## src/rtl/ecc_119_pkg.sv

```systemverilog
// Shared constants and code-layout helpers for the 119-bit SECDED write path.
package ecc_119_pkg;

  localparam int DATA_WIDTH   = 119;
  localparam int PARITY_WIDTH = 8;
  localparam int HAM_WIDTH    = 7;

  // Flips two Hamming bits and leaves overall parity untouched, so a
  // downstream decoder classifies the word as a double-bit error.
  localparam logic [PARITY_WIDTH-1:0] POISON_MASK = 8'h03;

  // Codeword position (1..126) of data bit idx. Data fills the positions
  // that are not powers of two, in ascending order.
  function automatic logic [HAM_WIDTH-1:0] data_pos(input int unsigned idx);
    int unsigned pos;
    pos = idx + 32'd1;
    for (int k = 0; k < HAM_WIDTH; k++) begin
      if (pos >= (32'd1 << k)) begin
        pos = pos + 32'd1;
      end else begin
        pos = pos;
      end
    end
    return pos[HAM_WIDTH-1:0];
  endfunction

  // Even-parity helper used for the overall parity bit.
  function automatic logic xor_all(input logic [DATA_WIDTH-1:0] data,
                                   input logic [HAM_WIDTH-1:0] ham);
    return (^data) ^ (^ham);
  endfunction

endpackage

```

## src/rtl/ecc_119_enc.sv

```systemverilog
// Purely combinational SECDED encoder: 119 data bits in, 8 parity bits out.
module ecc_119_enc
  import ecc_119_pkg::*;
(
  input  logic [DATA_WIDTH-1:0]   data,
  output logic [PARITY_WIDTH-1:0] parity
);

  logic [HAM_WIDTH-1:0] ham_s;

  // Hamming bit k collects every data bit whose codeword position has bit k set.
  always_comb begin
    ham_s = {HAM_WIDTH{1'b0}};
    for (int i = 0; i < DATA_WIDTH; i++) begin
      ham_s = ham_s ^ ({HAM_WIDTH{data[i]}} & data_pos(i));
    end
    parity = {xor_all(data, ham_s), ham_s};
  end

endmodule

```

## src/rtl/ecc_119_enc_pipe.sv

```systemverilog
// Two-stage SECDED write pipeline with redundant encoders, parity poisoning
// on encoder disagreement, fault accounting and one-shot error injection.
module ecc_119_enc_pipe
  import ecc_119_pkg::*;
#(
  parameter int FCNT_WIDTH = 8
)
(
  input  logic                    clk,
  input  logic                    rst,
  input  logic                    s_valid,
  output logic                    s_ready,
  input  logic [DATA_WIDTH-1:0]   s_data,
  output logic                    m_valid,
  input  logic                    m_ready,
  output logic [DATA_WIDTH-1:0]   m_data,
  output logic [PARITY_WIDTH-1:0] m_parity,
  output logic                    m_fault,
  input  logic                    ecc_fault_detc_en,
  input  logic                    bypass,
  input  logic                    inj_arm,
  input  logic                    inj_dbl,
  input  logic                    fault_clr,
  output logic                    fault_sticky,
  output logic [FCNT_WIDTH-1:0]   fault_cnt
);

  localparam logic [FCNT_WIDTH-1:0] CNT_ONE = {{(FCNT_WIDTH-1){1'b0}}, 1'b1};
  localparam logic [FCNT_WIDTH-1:0] CNT_MAX = {FCNT_WIDTH{1'b1}};

  // Pipeline state
  logic                    v1_r;
  logic [DATA_WIDTH-1:0]   d1_r;
  logic                    v2_r;
  logic [DATA_WIDTH-1:0]   m_data_r;
  logic [PARITY_WIDTH-1:0] m_parity_r;
  logic                    m_fault_r;

  // Injection and fault bookkeeping
  logic                    inj_armed_r;
  logic                    inj_dbl_r;
  logic                    fault_sticky_r;
  logic [FCNT_WIDTH-1:0]   fault_cnt_r;

  // Both encoder copies must survive synthesis for the comparison to mean anything.
  (* keep = "true" *) logic [PARITY_WIDTH-1:0] par_a_s;
  (* keep = "true" *) logic [PARITY_WIDTH-1:0] par_b_s;

  logic                    rdy1_s;
  logic                    acc_s;
  logic                    xfer_s;
  logic                    fault_s;
  logic                    inj_now_s;
  logic                    inj_mode_s;
  logic                    count_s;
  logic [PARITY_WIDTH-1:0] par_out_s;
  logic [DATA_WIDTH-1:0]   inj_mask_s;
  logic [FCNT_WIDTH-1:0]   cnt_inc_s;

  (* keep = "true" *) ecc_119_enc u_enc_a (.data(d1_r), .parity(par_a_s));
  (* keep = "true" *) ecc_119_enc u_enc_b (.data(d1_r), .parity(par_b_s));

  // Handshake: S1 may move on whenever S2 is empty or draining this cycle.
  always_comb begin
    rdy1_s  = ~v2_r | m_ready;
    s_ready = ~v1_r | rdy1_s;
    acc_s   = s_valid & s_ready;
    xfer_s  = v1_r & rdy1_s;
  end

  // Encoder comparison, output parity selection and injection mask for the S1->S2 beat.
  always_comb begin
    fault_s    = ecc_fault_detc_en & ~bypass & (par_a_s != par_b_s);
    inj_now_s  = inj_armed_r | inj_arm;
    inj_mode_s = inj_arm ? inj_dbl : inj_dbl_r;
    count_s    = xfer_s & fault_s & ~inj_now_s;
    if (bypass) begin
      par_out_s = {PARITY_WIDTH{1'b0}};
    end else if (fault_s) begin
      par_out_s = par_a_s ^ POISON_MASK;
    end else begin
      par_out_s = par_a_s;
    end
    if (inj_now_s) begin
      inj_mask_s = {{(DATA_WIDTH-2){1'b0}}, inj_mode_s, 1'b1};
    end else begin
      inj_mask_s = {DATA_WIDTH{1'b0}};
    end
    if (fault_cnt_r == CNT_MAX) begin
      cnt_inc_s = fault_cnt_r;
    end else begin
      cnt_inc_s = fault_cnt_r + CNT_ONE;
    end
  end

  // Stage 1: capture accepted input beats, empty when the beat moves on.
  always_ff @(posedge clk) begin
    if (rst) begin
      v1_r <= 1'b0;
      d1_r <= {DATA_WIDTH{1'b0}};
    end else if (acc_s) begin
      v1_r <= 1'b1;
      d1_r <= s_data;
    end else if (xfer_s) begin
      v1_r <= 1'b0;
    end
  end

  // Stage 2: registered output beat, held stable while downstream stalls.
  always_ff @(posedge clk) begin
    if (rst) begin
      v2_r       <= 1'b0;
      m_data_r   <= {DATA_WIDTH{1'b0}};
      m_parity_r <= {PARITY_WIDTH{1'b0}};
      m_fault_r  <= 1'b0;
    end else if (xfer_s) begin
      v2_r       <= 1'b1;
      m_data_r   <= d1_r ^ inj_mask_s;
      m_parity_r <= par_out_s;
      m_fault_r  <= fault_s;
    end else if (m_ready) begin
      v2_r <= 1'b0;
    end
  end

  // Injection flag: armed by a pulse, consumed by the next S1->S2 transfer.
  always_ff @(posedge clk) begin
    if (rst) begin
      inj_armed_r <= 1'b0;
      inj_dbl_r   <= 1'b0;
    end else if (xfer_s) begin
      inj_armed_r <= 1'b0;
    end else if (inj_arm) begin
      inj_armed_r <= 1'b1;
      inj_dbl_r   <= inj_dbl;
    end
  end

  // Fault accounting: a coincident clear is applied before the new fault is counted.
  always_ff @(posedge clk) begin
    if (rst) begin
      fault_sticky_r <= 1'b0;
      fault_cnt_r    <= {FCNT_WIDTH{1'b0}};
    end else if (count_s) begin
      fault_sticky_r <= 1'b1;
      fault_cnt_r    <= fault_clr ? CNT_ONE : cnt_inc_s;
    end else if (fault_clr) begin
      fault_sticky_r <= 1'b0;
      fault_cnt_r    <= {FCNT_WIDTH{1'b0}};
    end
  end

  assign m_valid      = v2_r;
  assign m_data       = m_data_r;
  assign m_parity     = m_parity_r;
  assign m_fault      = m_fault_r;
  assign fault_sticky = fault_sticky_r;
  assign fault_cnt    = fault_cnt_r;

endmodule

```

## config.mk

```make
export PLATFORM = sky130hd
export DESIGN_NAME = ecc_119_enc_pipe
export DESIGN_NICKNAME = d
export VERILOG_FILES = /design/src/rtl/ecc_119_pkg.sv /design/src/rtl/ecc_119_enc.sv /design/src/rtl/ecc_119_enc_pipe.sv
export SDC_FILE = /design/constraint.sdc
export NUM_CORES = 1
export LEC_CHECK = 0
export ABC_AREA = 1
export CORE_MARGIN = 2
export CORE_UTILIZATION = 53
export CTS_CLUSTER_SIZE = 24
export DETAILED_ROUTE_END_ITERATION = 16
export GPL_ROUTABILITY_DRIVEN = 0
export PLACE_DENSITY = 0.81
export RECOVER_POWER = 100
export SLEW_MARGIN = 25
export SYNTH_ARGS = -nofsm -noshare
export SYNTH_HDL_FRONTEND = slang
export SYNTH_SLANG_ARGS = --single-unit
```

## constraint.sdc

```tcl
create_clock -name clk -period 2.4 [get_ports clk]
set_input_delay 0.48 -clock clk [delete_from_list [all_inputs] [get_ports clk]]
set_output_delay 0.48 -clock clk [all_outputs]
set_load 0.01 [all_outputs]
```

==> metrics.md, run 1 <==
| Metric | Value |
|---|---|
| Outcome | `complete, but fails checks` |
| Failing checks | `negative setup slack` |
| First-pass GRT wire length | `approximately 65 mm` |
| # Max-Cap Violations | `0` |
| Iter 0 DRT Violations | `1513` |
| Final setup fails | `1` |
| Worst path bufs/invs | `3` |
| Number of global-route vias before repair | `13.15k` |
| Yosys warns | `0` |
| Worst-Skew Late Latency | `between 0.5 and 0.6 ns` |
| Clock skew | `between 0.02 and 0.025 ns` |
| # hold bufs at CTS | `0` |
| Crit path capture type | `flop` |
| Worst min path class | `reg -> reg` |
| Post-route cell area | `~19000 um2` |
| DRC viols | `0` |
| Layout Nets | `2536` |
| CTS tree | `yes` |
| Final max-slew violation count | `0` |
| Gr ovfl total | `0` |
| Cell family with most CP delay | `simple AND/OR/NAND/NOR gates` |
| Num CTS Buffers | `25` |
| Fin worst setup slack | `-0.03164 ns` |
| Core Rows | `59` |
| Clock power frac | `0.258` |
| Placed cells | `between 2k and 3k` |
| Clock tree buffer depth | `3` |
| Combinational share of power | `0.418` |
| Crit-path max FO | `5` |
| Place WS | `about 0.0043 ns` |
| Final ANT Viol Nets | `0` |
| WP depth | `26` |
| Final Non-Filler Cells | `around 2.8k` |
| Net switching power | `~0.0057 W` |
| Setup TNS | `-0.03164 ns` |
| Leak pwr | `8.682 nW` |
| Most frequent cells in the layout | `nand2_1 (607), clkdlybuf4s50_1 (253), o21ai_0 (247)` |
| Worst-margin pin slew | `between 0.7 and 0.8 ns` |
| Slowest stage delay, CP | `approximately 0.4 ns` |
| Height of the die | `between 150 and 200 um` |
| Reg clk slew, reported paths | `about 0.06 ns` |
| # fillers | `slightly below 2k` |
| Initial Util | `0.5362` |
| Initial antenna violation count | `1` |
| Switch share | `0.3818` |
| Width of the die | `around 170 um` |
| Fmax | `roughly 410 MHz` |
| Layout cell share with drive strength beyond 1 | `0.2268` |
| Core Util, Final | `0.7313` |
| Vias per cell | `about 5.3` |
| Slowest cell on crit path | `dfxtp_4` |
| Cell Area, Placed | `between 15000 and 20000 um2` |
| Mapped Cells | `roughly 2.1k` |
| Setup Crit Path Kind | `reg -> reg` |
| Fin crit share | `1.013` |
| Detailed Routing Iterations Pass 1 | `6` |
| Req. time, crit path | `~2.8 ns` |
| Total track usage | `0.2815` |
| Layout area overhead | `36.39%` |
| Clock tree sinks | `250` |
| Critical path's most frequent cell | `nand2_2` |
| Slew Limit Headroom | `0.4768` |
| Buffers added on ports | `254` |
| Number of H-tree levels | `1` |
| Root Buffer | `clkbuf_16` |
| Core area | `~26000 um2` |
| VDD IR max | `approximately 570 uV` |
| Vias | `~15k` |
| Die area | `roughly 27000 um2` |
| Internal power | `just over 0.009 W` |
| # IOs | `between 200 and 300` |
| Hold Crit Depth | `2` |
| Antenna cell count | `0` |
| Routed WL | `~43 mm` |
| Sequential power share | `0.324` |
| Drt wl/cell | `approximately 15 um` |
| Mapped Area | `13850 um2` |
| RSZ-0062 raised after global routing | `yes` |
| Data arrival time of the worst path | `approximately 2.9 ns` |
| Nature of the critical path startpoint | `flop` |
| Pwr Density | `about 780 nW/um2` |
| Syn Area/Cell | `about 6.5 um2` |
| Final hold violations | `0` |
| Post-DP HPWL | `30.46 mm` |
| Most common cell after layout, fill and taps aside | `nand2_1` |
| Fin crit period | `2.432 ns` |
| Path depth of the worst reg2reg path | `26` |
| Largest net degree at the start of global routing | `between 70 and 80` |
-- per-layer routing --
metal  global-route usage  part of all wire  vias to the layer above  wire length [um]
met5                    0           0.00026                        -                11
met4              0.08620             0.036                        2              1513
met3              0.04516             0.080                      119              3424
met2               0.4627              0.46                      605             19790
met1               0.3817              0.42                     6664             17840
li1                     -                 -                     7296                 -
-- metrics by stage --
stage,hold slack [ns],power (W)
after floorplan,0.4244,0.008505
after global placement,0.4325,0.009910
after detailed placement,0.4569,0.01007
after CTS,0.4738,0.01390
after global routing,0.4993,0.01573
final,0.4696,0.01480
-- worst paths after layout --
kind | from | to | slack [ns]
max | d1_r[86]$_SDFFE_PP0P_ | m_parity[7]$_SDFFE_PP0P_ | -0.03
min | m_parity[2]$_SDFFE_PP0P_ | m_parity[2]$_SDFFE_PP0P_ | 0.47
min reg2reg | m_parity[2]$_SDFFE_PP0P_ | m_parity[2]$_SDFFE_PP0P_ | 0.47
max reg2reg | d1_r[86]$_SDFFE_PP0P_ | m_parity[7]$_SDFFE_PP0P_ | -0.03
-- state kept, by name, indices dropped and copies added (netlist names) --
signal / flops
d1_r: 119
inj_armed_r: 1
inj_dbl_r: 1
m_data: 119
m_parity: 8
m_valid: 1
v1_r: 1
-- worst reg2reg max path, delay by kind of cell, from the launching register on --
| family | cells | cell delay, ns |
|---|---|---|
| buffers and inverters | 3 | 0.16 |
| and+or+nand+nor | 23 | 1.79 |
| DFF | 1 | 0.39 |
-- cell type report --
class | count | area, um2 | share of cell area
multi-input combinational | 1604 | 8423 | 0.4458
sequential | 250 | 5214 | 0.2759
timing repair buffer | 333 | 3298 | 0.1745
inverter | 194 | 755.7 | 0.03999
clock buffer | 35 | 703.2 | 0.03721
tap | 335 | 419.2 | 0.02218
clock inverter | 9 | 82.58 | 0.004370
-- power by group through the flow --
stage / combinational, W / clock, W / sequential (W)
final: 0.00618 / 0.00382 / 0.00480
after global routing: 0.00685 / 0.00404 / 0.00484
after CTS: 0.00530 / 0.00385 / 0.00475
after detailed placement: 0.00524 / 0 / 0.00484
after global placement: 0.00509 / 0 / 0.00482
after floorplan: 0.00368 / 0 / 0.00482
-- timing repair --
action | in CTS | in global routing
resized for setup | 9 | 362
buffers inserted | 0 | 25
endpoints found under the hold margin | 0 | 0
endpoints found under the setup margin | 1 | 1
pin swaps | 0 | 73
cloned | 0 | 0
Power figures use the tool's default switching activity.
==> run 2: changes to the inputs <==
- GPL_TIMING_DRIVEN: default -> 0
- SLEW_MARGIN: 25 -> default
==> metrics.md, run 2 (same netlist as run 1, synthesis figures left out) <==
| Metric | Value |
|---|---|
| Sequential power share | `0.336` |
| Layout Nets | `about 2.6k` |
| R2R Path Start | `d1_r[8]$_SDFFE_PP0P_` |
| Vias per cell | `5.425` |
| Worst path bufs/invs | `4` |
| Root Buffer | `clkbuf_16` |
| Gr ovfl total | `0` |
| First-pass GRT wire length | `approximately 70 mm` |
| Combinational share of power | `0.394` |
| Net switching power | `0.005352 W` |
| Cell family with most CP delay | `buffers and inverters` |
| Place WS | `-0.6619 ns` |
| Final hold violations | `0` |
| Core area | `25840 um2` |
| Slowest cell on crit path | `dlygate4sd3_1` |
| Drt wl/cell | `16.21 um` |
| Routed WL | `45.35 mm` |
| Leak pwr | `around 8.8 nW` |
| Core Rows | `59` |
| Worst-Skew Late Latency | `0.54 ns` |
| Iter 0 DRT Violations | `1427` |
| Fmax | `around 420 MHz` |
| Largest net degree at the start of global routing | `15` |
| Clock skew | `~0.012 ns` |
| Reg area | `around 5000 um2` |
| Final Power | `between 0.01 and 0.015 W` |
| Slew Limit Headroom | `0.5890` |
| Total track usage | `0.3094` |
| RSZ-0062 raised after global routing | `yes` |
| Vias | `approximately 15k` |
| Switch share | `0.3775` |
| DRC viols | `0` |
| Initial antenna violation count | `0` |
| Initial Util | `0.5362` |
| Final hold slack | `between 0.4 and 0.5 ns` |
| Most frequent cells in the layout | `nand2_1 (670), o21ai_0 (248), a21oi_1 (188)` |
| Placed cells | `approximately 2.7k` |
| Hold Path Origin | `inj_dbl_r$_SDFFE_PP0N_` |
| Clock power frac | `0.270` |
| Layout cell share with drive strength beyond 1 | `0.1556` |
| Final ANT Viol Nets | `0` |
| Final max-slew violation count | `0` |
| Outcome | `finished clean` |
| Data arrival time of the worst path | `approximately 2.9 ns` |
| Fin worst setup slack | `0.006935 ns` |
| Most common cell after layout, fill and taps aside | `nand2_1` |
| Setup Crit Path Kind | `in -> reg` |
| Height of the die | `165.7 um` |
| Pwr Density | `772.4 nW/um2` |
| # Max-Cap Violations | `0` |
| Number of H-tree levels | `1` |
| Crit-path cells | `dlygate4sd3_1, inv_1, nand3_1, nand2_1, clkbuf_2, clkbuf_1, o21ai_0, nor2_1` |
| Clock tree buffer depth | `3` |
| Nature of the critical path startpoint | `input pin` |
| Crit path from | `m_ready` |
| Fin crit period | `2.393 ns` |
| Final Non-Filler Cells | `2797` |
| Antenna cell count | `0` |
| Internal power | `~0.009 W` |
| # IOs | `around 270` |
| Worst min path class | `reg -> reg` |
| Die area | `around 27000 um2` |
| Layout area overhead | `32.50%` |
| Width of the die | `165.7 um` |
| Crit path capture type | `flop` |
| Num CTS Buffers | `24` |
| Post-DP HPWL | `approximately 34 mm` |
| CTS tree | `yes` |
| Slowest stage delay, CP | `0.54 ns` |
| Buffers added on ports | `about 250` |
| Req. time, crit path | `roughly 2.9 ns` |
| Worst-margin pin slew | `approximately 0.62 ns` |
| Final setup fails | `0` |
| Crit-path max FO | `10` |
| Reg clk slew, reported paths | `0.06 ns` |
| Clock tree sinks | `250` |
| Area of the multi-input gates | `around 8100 um2` |
| Detailed Routing Iterations Pass 1 | `6` |
| # fillers | `between 2k and 2.5k` |
| VDD IR max | `between 400 and 500 uV` |
| Fin crit share | `0.9971` |
| Number of global-route vias before repair | `roughly 14k` |
[run 2: per-layer routing]
metal,up-vias,part of all wire,global-route usage
met3,114,0.084,0.04659
met2,695,0.46,0.5086
met4,0,0.036,0.1164
met5,-,0,0
li1,7375,-,-
met1,6990,0.42,0.4125
[run 2: area by class of cell]
cell class | count | share of cell area
Inverter | 194 | 0.04083
Clock inverter | 7 | 0.003612
Buffer | 106 | 0.02890
Tap cell | 335 | 0.02283
Sequential cell | 250 | 0.2792
Timing Repair Buffer | 265 | 0.1430
Multi-Input combinational cell | 1604 | 0.4421
Clock buffer | 36 | 0.03960
[run 2: final timing paths]
check | to | slack, ns | cells after the start
hold reg to reg | inj_dbl_r$_SDFFE_PP0N_ | 0.47 | 2
setup / recovery | d1_r[110]$_SDFFE_PP0P_ | 0.007 | 8
setup reg to reg | m_parity[7]$_SDFFE_PP0P_ | 0.03 | 23
hold / removal | inj_dbl_r$_SDFFE_PP0N_ | 0.47 | 2
[run 2: repair_timing]
action	in CTS	in global routing
pin swaps	1	28
resized for setup	27	210
endpoints found under the setup margin	73	75
hold buffers	0	0
setup buffers	0	11
[run 2: power by group through the flow]
stage / logic, W / clock network (W) / registers [W]
global placement: 0.00502 / 0 / 0.00480
detailed placement: 0.00519 / 0 / 0.00481
global route: 0.00623 / 0.00400 / 0.00479
CTS: 0.00525 / 0.00383 / 0.00473
finish: 0.00559 / 0.00383 / 0.00476
floorplan: 0.00368 / 0 / 0.00482
[run 2: stage by stage]
step / util / setup TNS (ns) / area, um2
6_report: 0.7105 / 0 / 18360
3_3_place_gp: 0.6522 / -113.93 / 16850
2_1_floorplan: - / 0 / 13890
5_1_grt: 0.7105 / -1.229 / 18360
4_1_cts: 0.6858 / 0 / 17720
3_5_place_dp: 0.6522 / -120.46 / 16850
[run 2: worst min-delay path, stage by stage (launching register included)]
cell	delay, ns
dfxtp_1	0.30
inv_1	0.06
a21oi_1	0.06
==> run 3: changes to the inputs <==
- CORE_UTILIZATION: 53 -> 57
- CTS_CLUSTER_SIZE: 24 -> default
- PLACE_DENSITY: 0.81 -> 0.82
- SYNTH_HIERARCHICAL: default -> 1
==> metrics.md, run 3 <==
| Metric | Value |
|---|---|
| Slowest stage delay, CP | `0.42 ns` |
| Crit-path max FO | `7` |
| Clock tree buffer depth | `3` |
| Initial antenna violation count | `0` |
| Sequential power share | `0.262` |
| # IOs | `between 200 and 300` |
| Layout area overhead | `28.24%` |
| Most frequent cells in the layout | `nand2_1 (1389), nor2_1 (518), inv_1 (294)` |
| Core area | `approximately 35000 um2` |
| Crit path capture type | `flop` |
| # hold bufs at CTS | `0` |
| Final ANT Viol Nets | `0` |
| Final hold slack | `0.2620 ns` |
| Sequential element share of the synthesized area | `0.2562` |
| Clock tree sinks | `260` |
| Slew Limit Headroom | `0.4733` |
| Fin crit share | `1.459` |
| Failing checks | `negative setup slack` |
| Outcome | `complete, but fails checks` |
| Width of the die | `192.8 um` |
| Fin worst setup slack | `-1.101 ns` |
| Routed WL | `around 65 mm` |
| DRC viols | `0` |
| Setup TNS | `-12.79 ns` |
| Largest net degree at the start of global routing | `15` |
| Syn_nets | `3750` |
| Switch share | `0.4405` |
| Syn Area/Cell | `between 5 and 6 um2` |
| Reg clk slew, reported paths | `about 0.060 ns` |
| Final hold violations | `0` |
| Drt wl/cell | `14.64 um` |
| Synth area leaders | `nand2_1 (28%), dfxtp_1 (26%), nor2_1 (9.6%)` |
| RSZ-0062 raised after global routing | `yes` |
| Detailed Routing Iterations Pass 1 | `8` |
| Data arrival time of the worst path | `~4 ns` |
| Iter 0 DRT Violations | `around 1.9k` |
| Leading area contributor after synthesis | `nand2_1` |
| Clock power frac | `0.206` |
| Yosys warns | `6` |
| Vias per cell | `5.175` |
| Clock skew | `0.01781 ns` |
| Combinational share of power | `0.532` |
| Layout cell share with drive strength beyond 1 | `0.1462` |
| Final Power | `around 0.020 W` |
| Leak pwr | `about 14 nW` |
| Fmax | `roughly 290 MHz` |
| Mapped Area | `20320 um2` |
| CTS tree | `yes` |
| Die area | `37170 um2` |
| First-pass GRT wire length | `~100 mm` |
| Nature of the critical path startpoint | `flop` |
| Antenna cell count | `0` |
| Post-DP HPWL | `about 50 mm` |
| Pwr Density | `roughly 750 nW/um2` |
| FF+latch count, synth | `260` |
| Core Rows | `69` |
| Fin crit period | `3.501 ns` |
| # Max-Cap Violations | `0` |
| VDD IR max | `roughly 660 uV` |
| Internal power | `around 0.011 W` |
| Total track usage | `0.3344` |
| Num CTS Buffers | `26` |
| Number of H-tree levels | `1` |
| Cell with the most instances after synthesis | `nand2_1` |
| Vias | `about 23k` |
| Worst min path class | `in -> reg` |
| Slowest cell on crit path | `dfxtp_4` |
| Synth cell count leaders | `nand2_1 (1510), nor2_1 (522), inv_1 (319), dfxtp_1 (260), o21ai_0 (242)` |
| Gr ovfl total | `0` |
| Final setup fails | `13` |
| Buffers added on ports | `between 200 and 300` |
| Req. time, crit path | `around 2.9 ns` |
| Post-synth top flop | `dfxtp_1` |
| Yosys top cell area share | `0.2790` |
| Place WS | `-1.130 ns` |
| Most common cell after layout, fill and taps aside | `nand2_1` |
| Root Buffer | `clkbuf_16` |
| Worst-margin pin slew | `0.7901 ns` |
| Layout Nets | `4090` |
| Ys async rst share | `0` |
| Setup Crit Path Kind | `reg -> reg` |
| Height of the die | `~190 um` |
| Worst-Skew Late Latency | `about 0.55 ns` |
| Initial Util | `0.5754` |
| Cell variety after synth | `35` |
| # fillers | `about 3.1k` |
| Number of global-route vias before repair | `slightly below 20k` |
| Net switching power | `between 0.008 and 0.009 W` |
| Mapped Cells | `3621` |
| Critical path's most frequent cell | `nand2_1` |
| Post-synth EDFFs | `0` |
| Final max-slew violation count | `0` |
-- run 3: cell count changes in the layout (fill, tap and decap cells not counted), moves of 50 or more --
cell | previous run | this run
inv_1 | 115 | 294
nand2_2 | 91 | 172
nor2_1 | 128 | 518
nand2_1 | 670 | 1389
xor2_1 | 44 | 94
a21oi_1 | 188 | 14
xnor2_1 | 43 | 118
nand3_1 | 98 | 201
-- run 3: through the flow --
step	instances	area, um2	utilization
detailed placement	4347	23970	0.6787
finish	4441	26050	0.7379
global route	4441	26050	0.7379
global placement	4347	23970	0.6787
floorplan	3621	20740	-
CTS	4415	25320	0.7171
-- run 3: timing repair --
item                       4_1_cts  5_1_grt
pin swaps                       34       62
setup endpoints to repair       14       16
buffers inserted                21       26
gates resized for setup        100      159
gates cloned                     0        0
hold endpoints to repair         0        0
-- run 3: worst max-delay path: cells and delay by family, from the launching register on --
kind | cells | cell delay [ns]
flops | 1 | 0.42
buf+inv | 6 | 0.61
simple gates | 31 | 2.40
-- run 3: path summary, 6_finish.rpt --
| check | end | start | cells past startpoint | slack [ns] |
|---|---|---|---|---|
| hold / removal | fault_cnt[7]$_SDFFE_PP0P_ | rst | 2 | 0.26 |
| hold reg to reg | fault_sticky$_SDFFE_PP0P_ | fault_sticky$_SDFFE_PP0P_ | 2 | 0.45 |
| setup reg to reg | fault_cnt[0]$_SDFFE_PP0P_ | d1_r[56]$_SDFFE_PP0P_ | 37 | -1.10 |
| setup / recovery | fault_cnt[0]$_SDFFE_PP0P_ | d1_r[56]$_SDFFE_PP0P_ | 37 | -1.10 |
-- run 3: cell families (layout without fill, tap and decap cells) --
| logic type | count (synthesis) | in the layout | synth area share |
|---|---|---|---|
| simple gates | 2374 | 2374 | 0.4736 |
| buf+inv | 463 | 822 | 0.08960 |
| compound gates | 270 | 270 | 0.06799 |
| flops | 260 | 260 | 0.2562 |
| xor+xnor | 253 | 253 | 0.1120 |
| fa+ha+maj | 1 | 1 | 0.0006157 |
-- run 3: layout make-up --
type	instances	area, um2	share of cell area
buffer	107	590.6	0.02267
inverter	356	1361	0.05225
tap	461	576.8	0.02214
clock buffer	43	837.1	0.03213
multi-input combinational	2898	14140	0.5428
clock inverter	4	21.27	0.0008164
sequential	260	5472	0.2100
timing repair buffer	312	3054	0.1172
-- run 3: power groups by stage --
stage / clock [W] / sequential [W] / combinational, W
floorplan: 0 / 0.00518 / 0.00671
global placement: 0 / 0.00524 / 0.00888
detailed placement: 0 / 0.00525 / 0.00901
CTS: 0.00412 / 0.00516 / 0.00966
global route: 0.00428 / 0.00520 / 0.0116
finish: 0.00405 / 0.00515 / 0.0105
-- run 3: layer usage --
layer  GRT usage  wire length (um)  vias to the layer above  share of wire
met5           0                 0                        -              0
met4      0.1720              3406                        0          0.052
met3     0.03564              4637                      172          0.071
met2      0.5517             29210                      864           0.45
met1      0.4315             27750                    10220           0.43
li1            -                 -                    11730              -
